==> config.mk <==
export PLATFORM = sky130hd
export DESIGN_NAME = axis_eth_ptp_ts_capture
export DESIGN_NICKNAME = d
export VERILOG_FILES = /design/src/rtl/axis_eth_ptp_ts_capture.sv
export SDC_FILE = /design/constraint.sdc
export NUM_CORES = 1
export LEC_CHECK = 0
export CORE_ASPECT_RATIO = 1.25
export CORE_MARGIN = 5
export CORE_UTILIZATION = 30
export CTS_CLUSTER_SIZE = 14
export DETAILED_ROUTE_END_ITERATION = 6
export GPL_TIMING_DRIVEN = 0
export HOLD_SLACK_MARGIN = 0.03
export PLACE_DENSITY = 0.6
export REMOVE_ABC_BUFFERS = 1
export SYNTH_ARGS = -nofsm -noshare
export SYNTH_HDL_FRONTEND = slang
export SYNTH_SLANG_ARGS = --single-unit
==> constraint.sdc <==
create_clock -name clk -period 11.4 [get_ports clk]
set_clock_uncertainty 0.15 [all_clocks]
set_input_delay 3.42 -clock clk [delete_from_list [all_inputs] [get_ports clk]]
set_output_delay 3.42 -clock clk [all_outputs]
set_load 0.03 [all_outputs]
==> src/rtl/axis_eth_ptp_ts_capture.sv <==
// TX-side PTP timestamp capture: passes AXI-stream frames through and queues one
// {ts, tag, byte length, error} record per frame into a first-word fall-through FIFO.
module axis_eth_ptp_ts_capture #(
    parameter int DATA_WIDTH    = 64,
    parameter int KEEP_WIDTH    = DATA_WIDTH / 8,
    parameter int PTP_TS_WIDTH  = 96,
    parameter int PTP_TAG_WIDTH = 16,
    parameter int USER_WIDTH    = PTP_TAG_WIDTH + 1,
    parameter int TS_FIFO_DEPTH = 4,
    parameter int FULL_MODE     = 0
) (
    input  logic                     clk,
    input  logic                     rst,

    input  logic [DATA_WIDTH-1:0]    s_axis_tdata,
    input  logic [KEEP_WIDTH-1:0]    s_axis_tkeep,
    input  logic                     s_axis_tvalid,
    output logic                     s_axis_tready,
    input  logic                     s_axis_tlast,
    input  logic [USER_WIDTH-1:0]    s_axis_tuser,

    output logic [DATA_WIDTH-1:0]    m_axis_tdata,
    output logic [KEEP_WIDTH-1:0]    m_axis_tkeep,
    output logic                     m_axis_tvalid,
    input  logic                     m_axis_tready,
    output logic                     m_axis_tlast,
    output logic [USER_WIDTH-1:0]    m_axis_tuser,

    input  logic [PTP_TS_WIDTH-1:0]  ptp_time,

    output logic [PTP_TS_WIDTH-1:0]  m_axis_ts,
    output logic [PTP_TAG_WIDTH-1:0] m_axis_ts_tag,
    output logic [15:0]              m_axis_ts_len,
    output logic                     m_axis_ts_err,
    output logic                     m_axis_ts_valid,
    input  logic                     m_axis_ts_ready,

    output logic [15:0]              overflow_count,
    output logic                     overflow_pulse
);

    localparam int AW    = $clog2(TS_FIFO_DEPTH);
    localparam int REC_W = PTP_TS_WIDTH + PTP_TAG_WIDTH + 16 + 1;

    typedef enum logic {ST_IDLE, ST_FRAME} state_t;

    function automatic logic [15:0] popcount(input logic [KEEP_WIDTH-1:0] k);
        logic [15:0] n;
        n = '0;
        for (int unsigned i = 0; i < KEEP_WIDTH; i++) n = n + 16'(k[i]);
        return n;
    endfunction

    state_t                   state_q, state_d;
    logic [PTP_TS_WIDTH-1:0]  ts_q, ts_d;
    logic [PTP_TAG_WIDTH-1:0] tag_q, tag_d;
    logic [15:0]              cnt_q, cnt_d;
    logic [AW:0]              wptr_q, rptr_q;
    logic [REC_W-1:0]         mem_q [TS_FIFO_DEPTH];
    logic [15:0]              ovf_cnt_q;
    logic                     ovf_pulse_q;

    logic              fifo_full, fifo_empty, stall, accept, push_ok, drop, pop;
    logic [15:0]       beat_bytes, sum_sat;
    logic [16:0]       sum;
    logic [REC_W-1:0]  rec_d;

    assign fifo_empty = (wptr_q == rptr_q);
    assign fifo_full  = (wptr_q[AW] != rptr_q[AW]) && (wptr_q[AW-1:0] == rptr_q[AW-1:0]);

    // Only the registered full flag gates the tlast beat, so ts_ready never reaches tready.
    assign stall = (FULL_MODE == 1) && fifo_full && s_axis_tvalid && s_axis_tlast;

    assign m_axis_tdata  = s_axis_tdata;
    assign m_axis_tkeep  = s_axis_tkeep;
    assign m_axis_tlast  = s_axis_tlast;
    assign m_axis_tuser  = s_axis_tuser;
    assign m_axis_tvalid = s_axis_tvalid && !stall;
    assign s_axis_tready = m_axis_tready && !stall;

    assign accept     = s_axis_tvalid && s_axis_tready;
    assign beat_bytes = popcount(s_axis_tkeep);
    assign sum        = {1'b0, cnt_q} + {1'b0, beat_bytes};
    assign sum_sat    = sum[16] ? 16'hFFFF : sum[15:0];

    always_comb begin
        state_d = state_q;
        ts_d    = ts_q;
        tag_d   = tag_q;
        cnt_d   = cnt_q;
        if (accept) begin
            if (state_q == ST_IDLE) begin
                ts_d  = ptp_time;
                tag_d = s_axis_tuser[PTP_TAG_WIDTH:1];
                cnt_d = beat_bytes;
            end else begin
                cnt_d = sum_sat;
            end
            state_d = s_axis_tlast ? ST_IDLE : ST_FRAME;
        end
    end

    assign rec_d   = {ts_d, tag_d, cnt_d, s_axis_tuser[0]};
    assign push_ok = accept && s_axis_tlast && !fifo_full;
    assign drop    = accept && s_axis_tlast && fifo_full;
    assign pop     = !fifo_empty && m_axis_ts_ready;

    always_ff @(posedge clk) begin
        if (rst) begin
            state_q     <= ST_IDLE;
            ts_q        <= '0;
            tag_q       <= '0;
            cnt_q       <= '0;
            wptr_q      <= '0;
            rptr_q      <= '0;
            ovf_cnt_q   <= '0;
            ovf_pulse_q <= 1'b0;
        end else begin
            state_q     <= state_d;
            ts_q        <= ts_d;
            tag_q       <= tag_d;
            cnt_q       <= cnt_d;
            ovf_pulse_q <= drop;
            if (push_ok) wptr_q <= wptr_q + 1'b1;
            if (pop)     rptr_q <= rptr_q + 1'b1;
            if (drop && ovf_cnt_q != '1) ovf_cnt_q <= ovf_cnt_q + 1'b1;
        end
    end

    always_ff @(posedge clk) begin
        if (push_ok) mem_q[wptr_q[AW-1:0]] <= rec_d;
    end

    assign {m_axis_ts, m_axis_ts_tag, m_axis_ts_len, m_axis_ts_err} = mem_q[rptr_q[AW-1:0]];
    assign m_axis_ts_valid = !fifo_empty;
    assign overflow_count  = ovf_cnt_q;
    assign overflow_pulse  = ovf_pulse_q;

endmodule

======== Yosys cells after proc, flatten, opt, wreduce, memory -nomap -nowiden ========
Memories as Yosys holds them, arrays and structs flattened. A register that Yosys moved wholly into a read port is not among the register bits.
Cells that the tools add are included.
storage, ports and cells
  bits in registers ....................... 152
  bits in latches ......................... 0
  bits in writable memories ............... 516
  bits in read-only memories .............. 0
  bits of input ports ..................... 191
  output and inout bits ................... 239
  word-level logic and storage cells ...... 45
  memories kept ........................... 1
cells by class
  add/sub/neg operators ................... 11
  $mul .................................... 0
  divide/modulo/power cells ............... 0
  $lt $le $gt $ge ......................... 0
  equality and inequality tests ........... 4
  shift operators ......................... 0
  mux-type cells .......................... 12
  bitwise gates (word level) .............. 0
  reductions and logical operators ........ 9
memory list
  name   depth  width  read ports  clocked after Yosys merged registers in  wr ports  RTL line  source
  mem_q  4      129    1           1                                        1         59        logic [REC_W-1:0] mem_q [TS_FIFO_DEPTH];
operators with widths
  cell                   count
  $mux 96                2
  $mux 16                5
  $add 16x8->17          1
  $add 16x1->16 const B  1
  $ne 16x16->1 const B   1
  $add 7x1->8            1
  $add 6x1->7            1
  $logic_and 1x1->1      7
  $add 3x1->3 const B    2
  $add 5x1->6            1
  $add 4x1->5            1
  $add 3x1->4            1
  $mux 2                 2
  $add 2x1->3            1
  $eq 3x3->1             1
  $mux 1                 3
  $add 1x1->2            1
  $eq 2x2->1             1
  $logic_not 1->1        2
  $ne 1x1->1             1

======== Depth between registers and ports, before layout ========
Gate-level depths: netlist (run 1).
  depth after elaboration ................. 11
  depth in mapped cells ................... 14
  depth with buffers taken out ............ 14

======== Worst setup path before layout (run 1) ========
No wires, ideal clock.
  kind .................................... input-to-reg
  start point ............................. input port s_axis_tkeep[0]
  end point ............................... memory mem_q[0][1] in the netlist's numbering (data pin)
  setup time .............................. 0.276 ns
  arrival time ............................ 7.160 ns
  data required time ...................... 10.974 ns
  setup slack ............................. 3.814 ns
  cell stages on the path ................. 14
  path buffers ............................ 0
  cells stage by stage .................... inv_1 > fa_1 > fa_1 > fa_1 > inv_1 > ha_1 > fa_1 > xor2_1 > ha_1 > nor2b_1 > o31ai_1 > o21ai_0 > o221ai_1 > nand2_1
between the ends
  word-level cells in the longest chain between the ends .. 11
ends and longest elaborated chain
  element          RTL line  source
  from (decl)      16        input logic [KEEP_WIDTH-1:0] s_axis_tkeep,
  $add 1x1->2 (*)  50        for (int unsigned i = 0; i < KEEP_WIDTH; i++) n = n + 16'(k[i]);
  $add 2x1->3 (*)  50
  $add 3x1->4 (*)  50
  $add 4x1->5 (*)  50
  $add 5x1->6 (*)  50
  $add 6x1->7 (*)  50
  $add 7x1->8 (*)  50
  $add 16x8->17    83        assign sum = {1'b0, cnt_q} + {1'b0, beat_bytes};
  $mux 16          84        assign sum_sat = sum[16] ? 16'hFFFF : sum[15:0];
  $mux 16 (*)      92        if (state_q == ST_IDLE) begin
  $mux 16 (*)      91        if (accept) begin
  via cnt_d[0]     57        logic [15:0] cnt_q, cnt_d;
  to (decl)        59
The timed path passes the listed nets; every way through them passes the cells marked *.

======== Final worst setup path (run 1) ========
  start point ............................. input port s_axis_tuser[0]
  end point ............................... output port m_axis_tuser[0]
RTL lines
  element      RTL line  source
  from (decl)  20        input logic [USER_WIDTH-1:0] s_axis_tuser,
  to (decl)    27        output logic [USER_WIDTH-1:0] m_axis_tuser,
No word-level cell between the ends.

==> run_results.csv, run 1 <==
group,metric,value,unit
outcome,status,"completed",
place,gp_congestion,0.726,
final_layout,drive_above_1_share,14.1,%
timing,hold_ws,311,ps
cts,cts_root_buf,"clkbuf_16",
timing,max_slew_margin,45.3,%
power_and_ir_drop,leakagePower,10.9,nW
power_and_ir_drop,p_clk_share,41.7,%
final_layout,area_growth_syn_to_layout,24.9,%
cts,cts_buffers,70,
cts,cts.hold.buffers_added,0,
floorplan,dieWidth,273,um
floorplan,die_area,92400,um2
critical_path,cp-end-kind,"output pin",
power_and_ir_drop,p_comb_share,10.9,%
cts,clock_sinks,670,
power_and_ir_drop,power_density,176,nW/um2
yosys,synth.distinct_cells,46,
grt,grt_usage,14.1,%
timing,max_freq,0.121,GHz
routing,viasPerCell,4.70,
place,port_buffers,301,
yosys,synth_area,25900,um2
timing,hold_violations,0,
floorplan,die_y,339,um
power_and_ir_drop,p_int,4.39,mW
critical_path,critPathKind,"input pin to output pin",
cts,cts_max_level,3,
routing,antenna_left,0,
cts,cts_tree,"built",
place,hpwl,42400,um
power_and_ir_drop,swShare,22.9,%
critical_path,worstPathArrival,4690,ps
final_layout,fin_util,37.8,%
timing,fin_crit_sh,72.4,%
yosys,syn_avg_cell_area,15.6,um2
timing,worst_slack,3140,ps
timing,setup_viol,0,
power_and_ir_drop,netSwitchingPower,1.31,mW
routing,wirelength,66700,um
routing,first_iter_violations,729,
critical_path,path_buf_inv,2,
critical_path,path_depth,2,
timing,worstMarginPinSlew,820,ps
critical_path,critPathMaxFanout,5,
place,placedCellCount,2972,
floorplan,rows,120,
yosys,postSynthCellCount,1658,
cts,cts_resized,0,
critical_path,critPathMostFrequentCell,"clkdlybuf4s50_1",
power_and_ir_drop,sequentialPowerShare,47.5,%
final_layout,nNetsFinal,2094,
yosys,ys_seq_area_share,71.7,%
grt,grt_max_degree,78,
cts,cts_buffer_depth,3,
timing,grt_setup_unrepaired,"false",
yosys,async_flop_share,0,%
final_layout,layout.cells.non_filler,3097,
routing,drtPass1Iterations,5,
flow_run,maxCapViolations,0,
cts,clock_latency,600,ps
routing,drc,0,
critical_path,crit_chain,"clkdlybuf4s50_1, clkdlybuf4s50_1",
power_and_ir_drop,ir_drop,91.1,uV
critical_path,cp_top_family,"buffers and inverters",
place,pre_cts_slack,2710,ps
timing,maxSlewViolCount,0,
critical_path,crit_slowest_cell,"clkdlybuf4s50_1",
yosys,synth_edf_count,516,
power_and_ir_drop,design_power_total,5.70,mW
floorplan,io_pins,430,
cts,clkTransAtPathRegs,50,ps
yosys,ys_ff_latch,670,
yosys,synth_ff_type,"edfxtp_1",
cts,post-cts-setup-buffer-count,0,
critical_path,required,7830,ps
hold_path,hold-path-cell-count,2,
critical_path,rr_worst_depth,8,
grt,antenna_found_initial,2,
hold_path,hold_class,"flip-flop to flip-flop",
grt,grt_pass1_wl,98700,um
grt,grt_pass1_vias,15700,
critical_path,crit_path_start_kind,"input pin",
timing,min_period,8260,ps
yosys,synth_warnings,0,
routing,vias,14600,
floorplan,initial_core_util,30.2,%
critical_path,critical_path.max_stage_delay,710,ps
routing,routedWlPerCell,21.5,um
grt,grt-ovfl-total,0,
floorplan,core,85700,um2
power groups by stage:
| stage | sequential (mW) | clock, mW | combinational (mW) |
|---|---|---|---|
| floorplan | 2.78 | 0 | 0.333 |
| global placement | 2.80 | 0 | 0.614 |
| detailed placement | 2.76 | 0 | 0.630 |
| CTS | 2.71 | 2.45 | 0.633 |
| global route | 2.71 | 2.55 | 0.664 |
| finish | 2.71 | 2.37 | 0.619 |
Yosys cell counts, types with 11 or more instances:
cell        n  area, um2
xor2_1     14        123
edfxtp_1  516      15500
buf_2      25        125
a21oi_1   130        651
mux4_2    129       2910
ha_1       13        163
buf_4      92        691
and2_1     11       68.8
nor2_1     36        135
inv_1      18       67.6
dfxtp_1   154       3080
nand2_1   361       1360
clkbuf_1   45        169
layout make-up:
type | instances | area, um2
fill | 7977 | 53400
clock buffer | 90 | 1940
inverter | 18 | 67.6
sequential | 670 | 18600
tap | 1159 | 1450
antenna | 1 | 2.50
multi-input combinational | 802 | 6280
timing repair buffer | 323 | 3580
clock inverter | 34 | 467
routing by layer:
metal  vias to the layer above  track usage [%]  part of all wire (%)  wire, um
li1                       6541                -                     -         -
met1                      7412             17.7                    41     27500
met2                       515             22.5                    47     31300
met3                        96             5.82                   9.2      6110
met4                         6             3.86                   2.2      1460
met5                         -             2.21                  0.42       283
final timing paths:
kind                   startpoint               to  slack, ps
hold / removal           ts_q[37]         ts_q[37]        310
setup / recovery  s_axis_tuser[0]  m_axis_tuser[0]       3140
hold reg to reg          ts_q[37]         ts_q[37]        310
setup reg to reg         cnt_q[0]      mem_q[1][6]       8420
layout by cell type, fill, tap and decap left out, types with 12 or more instances in the layout:
cell type / instances
buf_16: 16
ha_1: 13
clkbuf_1: 12
inv_1: 18
clkdlybuf4s50_1: 300
clkbuf_16: 73
mux4_2: 129
nand2_1: 361
a21oi_1: 130
dfxtp_1: 152
xor2_1: 14
nor2_1: 35
edfxtp_1: 516
state kept, by name (all words and copies together), names as in the netlist, named ones only:
signal / flops
ts_q: 96
cnt_q: 16
overflow_count: 16
wptr_q: 3
mem_q: 516
overflow_pulse: 1
state_q: 1
rptr_q: 3
tag_q: 16
logic make-up after synthesis:
family / share of synthesized area [%]
xor gates and xnor gates: 0.642
buffers and inverters: 4.15
adders and majority gates: 1.01
DFF: 71.7
and+or+nand+nor: 7.32
AOI/OAI and AO/OA: 3.65
muxes: 11.5
worst min-delay path: cells and delay by family (launching register included):
family           cells  cell delay (ps)
AO/OA/AOI/OAI        1               60
AND/OR/NAND/NOR      1               60
flip-flops           1              290
through the flow:
step | setup TNS, ps | area [um2]
after global routing | 0 | 32400
final | 0 | 32400
after detailed placement | 0 | 30000
after global placement | -1972910 | 29400
after CTS | 0 | 32400
after floorplan | 0 | 24900
Note: power is estimated with default switching activity, not from simulation.
==> run 2: changes to the inputs <==
clock period = 8.66 ns   (was 11.4 ns; I/O delays follow)
==> results of run 2 <==
The final DEF is identical to that of run 1. Status: completed.
Main changes from that run: setup slack after placement 2710 ps -> 789 ps; clock-pin slew on the worst setup and hold paths 50 ps -> 60 ps; setup slack after layout 3140 ps -> 1350 ps; start point of the critical path s_axis_tuser[0] -> s_axis_tkeep[0]; end point of the critical path m_axis_tuser[0] -> mem_q[1][6]; register-to-register setup slack 8420 ps -> 5680 ps; total power 5.70 mW -> 7.50 mW; worst IR drop on VDD 91.1 uV -> 120 uV
